===== config.mk =====
export PLATFORM = sky130hd
export DESIGN_NAME = bcd_convert_seq
export DESIGN_NICKNAME = d
export VERILOG_FILES = /design/src/rtl/bcd_pkg.sv /design/src/rtl/bcd_digit_adj.sv /design/src/rtl/bcd_convert_seq.sv
export SDC_FILE = /design/constraint.sdc
export NUM_CORES = 1
export LEC_CHECK = 0
export ABC_AREA = 1
export ABC_CLOCK_PERIOD_IN_PS = 1990
export BUFFER_PORTS_ARGS = -buffer_cell sky130_fd_sc_hd__buf_4
export CAP_MARGIN = 20
export CORE_MARGIN = 1.5
export CORE_UTILIZATION = 45
export DETAILED_ROUTE_END_ITERATION = 7
export PLACE_DENSITY = 0.65
export SLEW_MARGIN = 0
export SYNTH_ARGS = -nofsm -noshare
export SYNTH_HDL_FRONTEND = slang
export SYNTH_SLANG_ARGS = --single-unit

===== constraint.sdc =====
create_clock -name clk -period 1.99 [get_ports clk]
set_input_delay 0.0995 -clock clk [delete_from_list [all_inputs] [get_ports clk]]
set_output_delay 0.0995 -clock clk [all_outputs]
set_load 0.05 [all_outputs]

===== src/rtl/bcd_pkg.sv =====
// Shared BCD definitions: digit width, converter state encoding and the
// digit-count helper used to size BCD result buses.
package bcd_pkg;

    localparam int BCD_DIGIT_W = 4;

    typedef enum logic [1:0] {
        IDLE = 2'd0,
        CONV = 2'd1,
        DONE = 2'd2
    } state_t;

    // Number of decimal digits needed to print 2^width-1.
    function automatic int digits(input int width);
        longint unsigned v;
        int              n;
        v = (64'd1 << width) - 64'd1;
        n = 0;
        for (int i = 0; i < 20; i++) begin
            if (v != 0) begin
                v = v / 64'd10;
                n = n + 1;
            end
        end
        return n;
    endfunction

endpackage


===== src/rtl/bcd_digit_adj.sv =====
// Single-digit add-3 correction applied before each shift of the
// double-dabble converter.
module bcd_digit_adj
    import bcd_pkg::*;
(
    input  logic [BCD_DIGIT_W-1:0] d,
    output logic [BCD_DIGIT_W-1:0] q
);

    // Digits of 5 or more would exceed 9 after doubling, so pre-add 3.
    always_comb begin
        q = (d >= BCD_DIGIT_W'(5)) ? d + BCD_DIGIT_W'(3) : d;
    end

endmodule


===== src/rtl/bcd_convert_seq.sv =====
// Iterative binary-to-BCD converter, one input bit per clock, with a
// start/ready/valid handshake.
// Optional feature macro: BCD_SIGNED_EN (two's complement input, sign on neg).
//
// state | meaning
// IDLE  | ready high, waiting for start
// CONV  | WIDTH shift-add-3 iterations, MSB of operand first
// DONE  | publish scratch to bcd; valid pulses on the following cycle
module bcd_convert_seq
    import bcd_pkg::*;
#(
    parameter int WIDTH  = 8,
    parameter int DIGITS = digits(WIDTH)
)
(
    input  logic                          clk,
    input  logic                          rst_n,
    input  logic                          start,
    input  logic [WIDTH-1:0]              x,
    output logic                          ready,
    output logic                          valid,
    output logic [BCD_DIGIT_W*DIGITS-1:0] bcd,
    output logic                          neg
);

    localparam int CNT_W = $clog2(WIDTH);
    localparam int BCD_W = BCD_DIGIT_W * DIGITS;

    state_t             state;
    state_t             state_next;
    logic [CNT_W-1:0]   count;
    logic [WIDTH-1:0]   shreg;
    logic [WIDTH-1:0]   operand;
    logic [BCD_W-1:0]   scratch;
    logic [BCD_W-1:0]   scratch_adj;
    logic               load;
    logic               shift;
    logic               finish;

    for (genvar i = 0; i < DIGITS; i++) begin : g_adj
        bcd_digit_adj u_adj (
            .d (scratch[i*BCD_DIGIT_W +: BCD_DIGIT_W]),
            .q (scratch_adj[i*BCD_DIGIT_W +: BCD_DIGIT_W])
        );
    end

`ifdef BCD_SIGNED_EN
    logic neg_pend;

    // Convert the magnitude; the wrap of the most negative value to
    // 2^(WIDTH-1) is correct when read as unsigned.
    assign operand = x[WIDTH-1] ? (~x) + WIDTH'(1) : x;

    // Capture the sign on accept, publish it together with the digits.
    always_ff @(posedge clk or negedge rst_n) begin
        if (!rst_n) begin
            neg_pend <= 1'b0;
            neg      <= 1'b0;
        end else begin
            if (load)
                neg_pend <= x[WIDTH-1];
            if (finish)
                neg <= neg_pend;
        end
    end
`else
    assign operand = x;
    assign neg     = 1'b0;
`endif

    // State register.
    always_ff @(posedge clk or negedge rst_n) begin
        if (!rst_n)
            state <= IDLE;
        else
            state <= state_next;
    end

    // Next-state and control decode.
    always_comb begin
        state_next = state;
        ready      = 1'b0;
        load       = 1'b0;
        shift      = 1'b0;
        finish     = 1'b0;
        case (state)
            IDLE: begin
                ready = 1'b1;
                if (start) begin
                    load       = 1'b1;
                    state_next = CONV;
                end
            end
            CONV: begin
                shift = 1'b1;
                if (count == CNT_W'(WIDTH - 1))
                    state_next = DONE;
            end
            DONE: begin
                finish     = 1'b1;
                state_next = IDLE;
            end
            default: state_next = IDLE;
        endcase
    end

    // Datapath: operand load, shift-add-3 iterations, result publish.
    always_ff @(posedge clk or negedge rst_n) begin
        if (!rst_n) begin
            count   <= '0;
            shreg   <= '0;
            scratch <= '0;
            bcd     <= '0;
            valid   <= 1'b0;
        end else begin
            valid <= finish;
            if (load) begin
                count   <= '0;
                shreg   <= operand;
                scratch <= '0;
            end else if (shift) begin
                count            <= count + CNT_W'(1);
                {scratch, shreg} <= {scratch_adj, shreg} << 1;
            end
            if (finish)
                bcd <= scratch;
        end
    end

endmodule


* After elaboration in Yosys (flattened, before gate mapping)
Index checks and enable logic that the tools add are counted.
** Word-level totals
- Flip-flop bits (word level) :: 38
- Bits in latches :: 0
- Bits in writable memories :: 0
- ROM bits :: 0
- Bits of input ports :: 11
- Output and inout bits :: 15
- Word-level logic and storage cells :: 38
- Memories :: 0
** Operators by class
- $add $sub $neg :: 4
- Multipliers :: 0
- Div/mod/pow operators :: 0
- Magnitude comparators :: 3
- Eq/ne operators :: 5
- Shift-type cells :: 0
- Muxes and demuxes :: 17
- Bitwise logic cells :: 0
- Reduce and logical (&&, ||, !) cells :: 3
** Operators by type and width (count)
- 12-bit two-way mux :: 2
- 8-bit two-way mux :: 2
- 4-bit by 3-bit >= comparator with 1-bit output, second input constant :: 3
- 3-bit two-way mux :: 3
- 4-bit by 2-bit adder with 4-bit output, second input constant :: 2
- 4-bit two-way mux :: 2
- 1-bit two-way mux :: 5
- 2-bit two-way mux :: 2
- 2-bit != test, second input constant :: 2
- 2-bit one-hot mux with 2 select lines :: 1
- 3-bit by 1-bit adder with 3-bit output, second input constant :: 1
- 3-bit by 2-bit adder with 3-bit output, second input constant :: 1
- 3-bit equality test, second input constant :: 1
- 2-bit by 1-bit equality test with 1-bit output, second input constant :: 1
- 2-bit equality test, second input constant :: 1
- 2-bit zero test :: 1
- 2-bit AND reduction :: 1
- 2-bit nonzero test :: 1

* Longest topological paths before layout
Gate-level depths: netlist of run 1.
- Depth after elaboration :: 4
- Gate-level depth with buffers :: 8
- Gate-level depth less buffers :: 8

* Modules after synthesis
Synthesis of run 1 repeated with hierarchy kept, for this count alone.
** Second synthesis, totals
- Cells, all modules :: 241
- Area total of the unflattened synthesis :: 1975.6 µm²
** By module, submodules not included
- bcd_convert_seq :: times used 1, cells an instance 172, area each 1570.3 µm², seq. area each 950.9 µm²
- bcd_digit_adj :: times used 3, cells an instance 23, area each 135.1 µm², seq. area each 0.0 µm²

* Least setup slack after synthesis of run 1
OpenSTA, ideal clock, no wires.
- Path kind :: register -> register
- From :: reg state[0]
- To :: reg shreg[1]
- Library setup time :: 87 ps
- Data arrival time :: 1577 ps
- Path slack :: 326 ps
- Cell stages (with the launch flop) :: 6
- Period minus slack after synthesis :: 1664 ps
- Cell sequence :: dfrtp_1 nor2_1 nand2_1 inv_1 nand2_1 o211ai_1
** Between the ends
- Cells in the longest elaborated chain, start to end :: 3
** Ends and longest elaborated chain
- start: declaration :: line bcd_convert_seq.sv:29 : state_t state;
- start signal: assignment :: line bcd_convert_seq.sv:76 : state <= state_next;
- 2-bit by 1-bit equality test with 1-bit output / 2-bit zero test (equally long branches) :: line bcd_convert_seq.sv:86 : case (state)
- 1-bit two-way mux :: line bcd_convert_seq.sv:86
- 2-bit nonzero test (no source line) / 8-bit two-way mux (equally long branches)
- end signal: assignment :: line bcd_convert_seq.sv:119 : shreg <= operand;
- end signal: assignment :: line bcd_convert_seq.sv:123 : {scratch, shreg} <= {scratch_adj, shreg} << 1;
- end: declaration :: line bcd_convert_seq.sv:32 : logic [WIDTH-1:0] shreg;
Several ways; a longest one is shown, not always the timed one.
A chain may end at the register's enable or synchronous reset.

* Worst setup path after layout of run 1
- From :: reg state[0]
- To :: reg scratch[0]
** Between the ends
- Cells in the longest elaborated chain, start to end :: 3
** Ends and longest elaborated chain
- 2-bit by 1-bit equality test with 1-bit output / 2-bit zero test (equally long branches) :: line bcd_convert_seq.sv:86
- 1-bit two-way mux :: line bcd_convert_seq.sv:86
- 2-bit nonzero test (no source line) / 12-bit two-way mux (equally long branches)
- end signal: assignment :: line bcd_convert_seq.sv:123
- end: declaration :: line bcd_convert_seq.sv:34 : logic [BCD_W-1:0] scratch;
Several ways; a longest one is shown, not always the timed one.

==> results of run 1 <==
==> cells in the mapped netlist, drive strengths merged <==
master	count
o21ai	25
conb	1
o211ai	1
o21bai	2
dfrtp	38
inv	24
buf	6
nand2	71
a22o	2
nor2	3
nand4	6
ha	8
nand3	20
==> layer usage <==
layer	part of all wire [%]	track usage (%)	wire, um
met1	48	21.9	1550
met2	46	27.4	1500
met3	4.6	4.60	149
met4	1.2	4.59	40
met5	0	0	0
==> through the flow <==
| stage | std cells | hold WS [ps] | power [mW] |
|---|---|---|---|
| global route | 281 | 22.4 | 3.84 |
| detailed placement | 273 | 94.9 | 3.06 |
| floorplan | 207 | -196 | 2.64 |
| finish | 281 | 16.6 | 3.52 |
| global placement | 273 | 95.8 | 3.03 |
| CTS | 281 | 18.7 | 3.56 |
==> placed cells by master, fill, tap and decap left out, drive strengths merged <==
cell type    count
dlygate4sd3      1
o21ai           25
buf             24
conb             1
o211ai           1
clkbuf           7
ha               8
nand3           20
inv             24
a22o             2
nand4            6
o21bai           2
dfrtp           38
nand2           71
nor2             3
==> power breakdown <==
| group | total, mW | switching [mW] | internal (mW) |
|---|---|---|---|
| Sequential | 1.31 | 0.213 | 1.10 |
| Combinational | 1.72 | 1.15 | 0.566 |
| Clock | 0.487 | 0.246 | 0.241 |
| Total | 3.52 | 1.61 | 1.91 |
==> flip-flops by register name (all words and copies together) (netlist names) <==
register	cells
shreg	8
valid	1
scratch	12
bcd	12
count	3
state	2
==> final cells by class <==
cell class	count	area (um^2)
well taps	48	60.1
repair buffers	25	190
flip-flops and latches	38	951
multi-input cells	139	701
clock buffers	7	76.3
fillers	354	1680
inverters	24	90.1
==> logic make-up (layout without fill, tap and decap cells) <==
logic type | count (synthesis) | count (layout)
fa+ha+maj | 8 | 8
buf+inv | 30 | 56
simple gates | 100 | 100
flops | 38 | 38
compound gates | 30 | 30
other cells | 1 | 1
==> final timing paths <==
kind                                           start                     end  slack [ps]  depth (start not counted)
worst max register to register  state[0]$_DFFE_PN0P_  scratch[0]$_DFFE_PN0P_         620                          3
max in group asynchronous                      rst_n  scratch[9]$_DFFE_PN0P_        1340                          2
worst min-delay path                            x[4]    shreg[4]$_DFFE_PN0P_          20                          3
worst min register to register   bcd[10]$_DFFE_PN0P_     bcd[10]$_DFFE_PN0P_         490                          2
min in group asynchronous                      rst_n      bcd[3]$_DFFE_PN0P_         300                          2
worst max-delay path            state[0]$_DFFE_PN0P_  scratch[0]$_DFFE_PN0P_         620                          3
==> critical path, cell delays in order (launching register included) <==
cell and delay, ps:
dfrtp_1 440, o21ai_4 470, inv_1 190, o21ai_0 180
==> run_results.csv, run 1 <==
group,metric,value,unit
clocking,cts_root_buf,"clkbuf_8",
placed_design,dp_slack,618,ps
yosys,synth_cells,207,
grt,grt_max_degree,39,
critical_path,critPathArrivalTime,1570,ps
timing,timing.final.crit_share,68.7,%
yosys,syn-num-nets,226,
final_layout,n_antenna_cell,0,
yosys,syn_avg_cell_area,8.69,um^2
timing,relSlewSlack,66.1,%
timing,fin_tns_setup,0,ps
clocking,hold_buffers,1,
critical_path,critPathLaunchType,"register",
final_layout,drive_gt1_share,14.6,%
final_layout,stdcell_area,2070,um^2
grt,grt_pass1_vias,1277,
critical_path,cp_data_required_time,2190,ps
detailed_routing,totalWireLength,3240,um
placed_design,portBuffers,24,
floorplanning,rows,22,
placed_design,placed_cell_area,1980,um^2
final_layout,area_growth,15.0,%
yosys,yosysTopAreaCell,"dfrtp_1",
critical_path,cp-end-kind,"register",
yosys,yosysWarnings,0,
clocking,cts_setup_buffers,0,
detailed_routing,via_per_inst,4.93,
timing,max_freq,732,MHz
yosys,synth-compound-area-share,9.81,%
yosys,ys_seq_area_share,52.9,%
clocking,cts_resized,0,
yosys,synth_xor_area_share,0,%
timing,rsz0062_at_grt,"no",
yosys,synth_simple_gate_area_share,23.4,%
detailed_routing,wl_per_cell,11.5,um
timing,worst_pin_slew,507,ps
grt,grt.overflow.total,0,
floorplanning,chipHeight,66.2,um
placed_design,globalplace.congestion,0.720,
yosys,yosysTopAreaCellShare,52.9,%
detailed_routing,drt.antenna.violating_nets,0,
clocking,clkTransAtPathRegs,70,ps
grt,grt_pass1_wl,5610,um
yosys,synth_top_family_by_area,"simple AND/OR/NAND/NOR gates",
timing,hold_viol_final,0,
floorplanning,fp.coreArea,3740,um^2
timing,period_minus_slack,1370,ps
timing,worst_slack,623,ps
floorplanning,die_area,4380,um^2
worst_hold_path,hp-class,"input port to register",
grt,antenna_found_initial,0,
detailed_routing,dr.pass1.iters,4,
final_layout,nets,252,
floorplanning,die_w,66.2,um
timing,fin_skew,5.66,ps
critical_path,crit_fanout,19,
clocking,cts_tree,"done",
job,drv_cap,0,
clocking,clockBufferDepth,2,
detailed_routing,drt_iter0_drc,100,
final_layout,finish.utilization,55.2,%
yosys,syn-cell-area,1800,um^2
clocking,numCtsBuffers,5,
timing,setup_violations,0,
timing,slew_violations,0,
yosys,ys_ff_latch,38,
placed_design,dp_hpwl,2280,um
floorplanning,start_util,48.0,%
yosys,yosys.area_share.adder,5.57,%
status,status,"completed",
grt,grtUsageTotal,16.8,%
detailed_routing,via_count,1384,
clocking,cts_max_level,2,
yosys,muxShareOfSynthArea,0,%
yosys,synth.distinct_cells,19,
power,p_per_area,1700,nW/um^2
clocking,clk_latency,290,ps
critical_path,crit_type,"register to register",
yosys,synth_area_leaders,"dfrtp_1, nand2_1, o21ai_0, ha_1, nand3_1",
detailed_routing,drcViolationCount,0,
floorplanning,pin_count,26,
power,leakagePower,1.08,nW
clocking,clock-sinks,38,
power,ir_worst_vdd,646,uV
Note: power is estimated with default switching activity, not from simulation.
==> run 2, diff against run 1 <==
- ABC_CLOCK_PERIOD_IN_PS: 1990 -> 1140
- PLACE_DENSITY: 0.65 -> 0.68
- clock period: 1.99 -> 1.14 ns (I/O delays scaled with it)
==> run 2 against run 1 <==
- the flow now finishes with violations (negative setup slack)
- combinational power is 140% higher
- hold slack better by 25 ps
- clock power is 78% higher
- critical endpoint is now scratch[2]$_DFFE_PN0P_
- largest power group unchanged
- highest routed layer unchanged
==> run_results.csv, run 2 (synthesized netlist as in run 1, its figures left out) <==
group,metric,value,unit
timing,fin_tns_setup,-9.89,ps
timing,fin_skew,5.53,ps
timing,slew_violations,0,
clocking,clkTransAtPathRegs,70,ps
clocking,cts_max_level,2,
grt,antenna_found_initial,0,
floorplanning,rows,22,
final_layout,area_growth,39.9,%
critical_path,crit_type,"register to register",
worst_hold_path,hp-class,"input port to register",
grt,grt_pass1_vias,1463,
job,drv_cap,0,
clocking,cts_root_buf,"clkbuf_8",
detailed_routing,drt_iter0_drc,65,
detailed_routing,via_count,1570,
floorplanning,die_area,4380,um^2
final_layout,top_regs,"bcd x12, scratch x12, shreg x8",
critical_path,slowest_delay,390,ps
detailed_routing,totalWireLength,3810,um
timing,hold_viol_final,0,
timing,setup_violations,1,
power,p_per_area,2940,nW/um^2
timing,worst_slack,-9.89,ps
detailed_routing,via_per_inst,4.97,
clocking,clockBufferDepth,2,
floorplanning,fp.coreArea,3740,um^2
grt,grt_max_degree,39,
final_layout,nets,286,
power,power,7.38,mW
final_layout,n_antenna_cell,0,
final_layout,drive_gt1_share,34.7,%
timing,rsz0062_at_grt,"yes",
power,leakagePower,1.27,nW
timing,period_minus_slack,1150,ps
grt,grtUsageMet3,5.62,%
timing,max_freq,870,MHz
placed_design,portBuffers,24,
final_layout,final_common_cell,"nand2_1",
power,ir_worst_vdd,1540,uV
critical_path,slowest_stage,"dfrtp_1",
floorplanning,start_util,48.0,%
clocking,clk_latency,280,ps
grt,grt_use_met2,32.8,%
critical_path,path_cells,"inv_2, ha_1, nand2_2, nand3_4, nand2_2, nand3_1, nand2_1",
floorplanning,die_w,66.2,um
floorplanning,chipHeight,66.2,um
clocking,clock-sinks,38,
detailed_routing,dr.pass1.iters,4,
clocking,cts_tree,"done",
final_layout,final_cell_mix,"nand2_1, buf_4, dfrtp_1",
grt,grtUsageTotal,19.1,%
grt,grt-busiest-layer,"met2",
grt,grt_pass1_wl,6350,um
detailed_routing,wl_per_cell,12.1,um
critical_path,rrSetupSlack,-10,ps
grt,grt.overflow.total,0,
clocking,numCtsBuffers,5,
critical_path,critPathArrivalTime,1330,ps
critical_path,crit_fanout,3,
timing,timing.final.crit_share,101,%
critical_path,critPathLaunchType,"register",
detailed_routing,drt.antenna.violating_nets,0,
status,violations,"negative setup slack",
status,status,"finished with violations",
detailed_routing,drcViolationCount,0,
floorplanning,pin_count,26,
grt,globalRouteMet1Util,23.5,%
placed_design,dp_hpwl,2330,um
critical_path,cp_data_required_time,1320,ps
critical_path,cpMostUsedCell,"nand2_2",
placed_design,globalplace.congestion,0.827,
critical_path,cp-end-kind,"register",
==> run 2: cell count changes in the layout (fill, tap and decap cells not counted), moves of 5 or more <==
cell,previous run,this run
o21ai_0,21,15
o21ai_1,3,8
ha_1,8,3
buf_4,24,46
nand2_1,70,60
nand2_2,1,9
dlygate4sd3_1,1,9
inv_1,22,11
inv_2,2,12
==> run 2: path summary, 6_finish.rpt <==
| check | start | to | cells after the start |
|---|---|---|---|
| max in group asynchronous | rst_n | state[0]$_DFFE_PN0P_ | 2 |
| min in group asynchronous | rst_n | valid$_DFF_PN0_ | 2 |
| hold reg to reg | bcd[4]$_DFFE_PN0P_ | bcd[4]$_DFFE_PN0P_ | 2 |
| setup reg to reg | scratch[1]$_DFFE_PN0P_ | scratch[2]$_DFFE_PN0P_ | 7 |
| hold / removal | start | state[0]$_DFFE_PN0P_ | 3 |
| setup / recovery | scratch[1]$_DFFE_PN0P_ | scratch[2]$_DFFE_PN0P_ | 7 |
==> run 2: metal layers <==
layer  part of all wire, %  up-vias  wire length (um)
li1                      -      789                 -
met1                    45      736              1720
met2                    49       37              1880
met3                   4.1        8               156
met4                   1.3        0                51
met5                     0        -                 0
==> run 2: critical path, delay by kind of cell, from the launching register on <==
family,cells,cell delay [ps]
adders and majority gates,1,170
and+or+nand+nor,5,380
buffers and inverters,1,100
DFF,1,390
==> run 2: metrics by stage <==
| stage | area [um^2] | std cells | setup slack, ps | hold WS (ps) | util (%) |
|---|---|---|---|---|---|
| finish | 2510 | 316 | -9.89 | 42.1 | 67.2 |
| global placement | 2160 | 291 | -14.0 | 51.5 | 57.7 |
| detailed placement | 2160 | 291 | -53.7 | 52.5 | 57.7 |
| CTS | 2390 | 311 | -3.44 | 34.6 | 63.8 |
| floorplan | 1820 | 207 | -20.4 | -239 | - |
| global route | 2510 | 316 | -67.7 | 40.0 | 67.2 |
==> run 2: repair_timing <==
item / 4_1_cts / 5_1_grt
gates cloned: 0 / 0
pin swaps: 2 / 12
gates resized for setup: 11 / 31
endpoints found under the setup margin: 10 / 27
hold endpoints to repair: 46 / 0
hold buffers: 9 / 0
setup buffers: 3 / 5
==> run 2: layout make-up <==
class                   instances  area, um^2
clock buffers                   8        80.1
fillers                       318        1230
multi-input cells             139         832
well taps                      48        60.1
flip-flops and latches         38         952
repair buffers                 59         498
inverters                      24        92.6
==> run 2: power breakdown <==
part	total, mW	switching (mW)	internal, mW
registers	2.35	0.428	1.92
logic	4.16	2.41	1.75
clock network	0.868	0.434	0.434
total	7.38	3.27	4.11
==> run 3, diff against run 2 <==
- ABC_AREA: 1 -> not set
- PLACE_DENSITY: 0.68 -> 0.67
- SETUP_SLACK_MARGIN: not set -> 0.05
==> run 3 against run 2 <==
- the flow still finishes with violations (negative setup slack)
- cell count decreased by 7.0%
- critical path depth decreased by 1
- highest routed layer unchanged
- die area increased by 5.9%
- first-iteration DRC count increased by 51%
- design area increased by 15%
- clock power increased by 24%
- global-route usage increased by 3.6 points
- combinational power increased by 19%
- utilization increased by 4.9 points
- via count increased by 2.9%
- synthesized cell count decreased by 14%
==> run_results.csv, run 3 <==
group,metric,value,unit
yosys,ys_seq_area_share,49.8,%
status,violations,"negative setup slack",
timing,max_freq,743,MHz
final_layout,drive_gt1_share,58.6,%
yosys,yosysTopAreaCell,"dfrtp_1",
grt,antenna_found_initial,0,
worst_hold_path,hold_depth,3,
critical_path,ff2ff_path_depth,6,
critical_path,cp_data_required_time,1300,ps
final_layout,finish.utilization,72.1,%
final_layout,final_cell_mix,"buf_4, dfrtp_1, nand2_1",
timing,hold_viol_final,0,
yosys,syn-cell-area,1910,um^2
grt,grt_pass1_vias,1653,
yosys,synth-async-reset-ratio,100,%
timing,setup_violations,17,
timing,timing.final.crit_share,118,%
yosys,synth_common_cells,"dfrtp_1, nand2_1, inv_1",
detailed_routing,wl_per_cell,16.7,um
detailed_routing,dr.pass1.iters,4,
worst_hold_path,hold_start,"x[3]",
detailed_routing,drcViolationCount,0,
clocking,cts_tree,"done",
clocking,clkTransAtPathRegs,80,ps
yosys,synth_cells,177,
detailed_routing,via_per_inst,5.49,
critical_path,cp-end-kind,"register",
critical_path,critPathLaunchType,"register",
critical_path,slowest_delay,420,ps
critical_path,r2r_start,"scratch[4]$_DFFE_PN0P_",
critical_path,slowest_stage,"dfrtp_1",
clocking,cts_max_level,2,
critical_path,crit_fanout,4,
power,p_per_area,2890,nW/um^2
timing,worst_slack,-206,ps
clocking,clock-sinks,38,
floorplanning,pin_count,26,
clocking,numCtsBuffers,5,
detailed_routing,drt.antenna.violating_nets,0,
clocking,cts_root_buf,"clkbuf_8",
detailed_routing,totalWireLength,4910,um
yosys,syn-num-nets,196,
critical_path,setup.worst_path.start,"scratch[4]$_DFFE_PN0P_",
detailed_routing,via_count,1615,
power,power,8.38,mW
power,ir_worst_vdd,1580,uV
critical_path,crit_type,"register to register",
final_layout,n_antenna_cell,0,
final_layout,nets,262,
floorplanning,chipHeight,68.1,um
worst_hold_path,hp-class,"input port to register",
detailed_routing,drt_iter0_drc,98,
critical_path,rrSetupSlack,-210,ps
yosys,ys_ff_latch,38,
yosys,yosysTopAreaCellShare,49.8,%
floorplanning,die_w,68.1,um
floorplanning,die_area,4640,um^2
critical_path,critPathArrivalTime,1510,ps
grt,grt.overflow.total,0,
grt,grt_max_degree,39,
grt,grt_pass1_wl,7720,um
timing,period_minus_slack,1350,ps
yosys,synth_area_leaders,"dfrtp_1, nand2_1, o21ai_2, ha_1, buf_6",
timing,slew_violations,0,
final_layout,area_growth,52.1,%
power,leakagePower,1.34,nW
floorplanning,fp.coreArea,4030,um^2
yosys,synth_ff_type,"dfrtp_1",
critical_path,path_cells,"inv_2, ha_4, nor2b_4, o21a_1, buf_4, o211ai_2",
final_layout,top_regs,"bcd x12, scratch x12, shreg x8",
yosys,yosysWarnings,0,
yosys,syn_avg_cell_area,10.8,um^2
yosys,synth-edff-count,0,
floorplanning,rows,23,
grt,grtUsageTotal,22.7,%
floorplanning,start_util,47.4,%
yosys,synth.distinct_cells,29,
clocking,clockBufferDepth,2,
timing,rsz0062_at_grt,"yes",
placed_design,portBuffers,24,
timing,fin_skew,6.50,ps
yosys,synth.most_common_cell,"dfrtp_1",
placed_design,globalplace.congestion,0.834,
status,status,"finished with violations",
clocking,clk_latency,290,ps
placed_design,dp_hpwl,3120,um
final_layout,final_common_cell,"buf_4",
job,drv_cap,0,
[run 3: cell types whose count changed after synthesis, moves of 4 or more]
cell / before / now
nand2_1: 70 / 33
nand3_1: 20 / 0
o21ai_0: 21 / 4
o21ai_2: 0 / 12
inv_1: 22 / 14
a22oi_1: 0 / 7
nand4_1: 6 / 0
o2111ai_1: 0 / 6
o31ai_1: 0 / 5
a22o_1: 2 / 6
buf_6: 3 / 7
o21ai_1: 3 / 7
[run 3: worst max-delay path: cells and delay by family (launching register included)]
family,cells,cell delay [ps]
DFF,1,420
and+or+nand+nor,1,170
adders and majority gates,1,130
AOI/OAI and AO/OA,2,260
buffers and inverters,2,220
[run 3: final timing paths]
check,endpoint
setup / recovery,scratch[5]$_DFFE_PN0P_
hold / removal,shreg[3]$_DFFE_PN0P_
setup reg to reg,scratch[5]$_DFFE_PN0P_
hold reg to reg,bcd[2]$_DFFE_PN0P_
max in group asynchronous,state[1]$_DFFE_PN0P_
min in group asynchronous,scratch[9]$_DFFE_PN0P_
[run 3: timing repair]
item,CTS,global route
setup buffers,8,8
cloned,3,0
endpoints found under the setup margin,35,37
hold buffers,1,0
hold endpoints to repair,38,0
pin swaps,15,22
resized for setup,28,28
[run 3: final cells by class]
cell class              count  area (um^2)
inverters                  14         52.6
well taps                  50         62.6
fillers                   292         1120
clock buffers               8          110
repair buffers             69          666
flip-flops and latches     38          953
multi-input cells         115         1060
[run 3: per-stage QoR]
| step | instances | setup TNS, ps | worst slack, ps | cell area [um^2] | hold WS (ps) |
|---|---|---|---|---|---|
| 5_1_grt | 294 | -2890 | -271 | 2900 | 39.0 |
| 6_report | 294 | -1910 | -206 | 2900 | 30.1 |
| 3_5_place_dp | 270 | -1370 | -236 | 2410 | 58.2 |
| 2_1_floorplan | 177 | -532 | -150 | 2030 | -239 |
| 3_3_place_gp | 270 | -830 | -181 | 2410 | 42.6 |
| 4_1_cts | 289 | -1720 | -152 | 2780 | 26.5 |
[run 3: logic make-up after synthesis]
family          Yosys count  share of synthesized area [%]
compound gates           59                           24.8
xor+xnor                  2                          0.918
fa+ha+maj                 8                           5.24
buf+inv                  24                           7.93
simple gates             45                           11.1
flops                    38                           49.8
other cells               1                          0.196
[run 3: where the power goes]
part	leakage [nW]	switching [mW]	internal (mW)
registers	0.497	0.475	1.86
clock network	0.0575	0.470	0.611
logic	0.788	2.48	2.49
total	1.34	3.42	4.96
[run 3: per-layer routing]
| layer | GRT usage (%) | routed length, um | vias to the layer above |
|---|---|---|---|
| li1 | - | - | 757 |
| met1 | 25.3 | 1900 | 792 |
| met2 | 42.1 | 2710 | 48 |
| met3 | 4.93 | 200 | 18 |
| met4 | 8.00 | 105 | 0 |
| met5 | 0 | 0 | - |
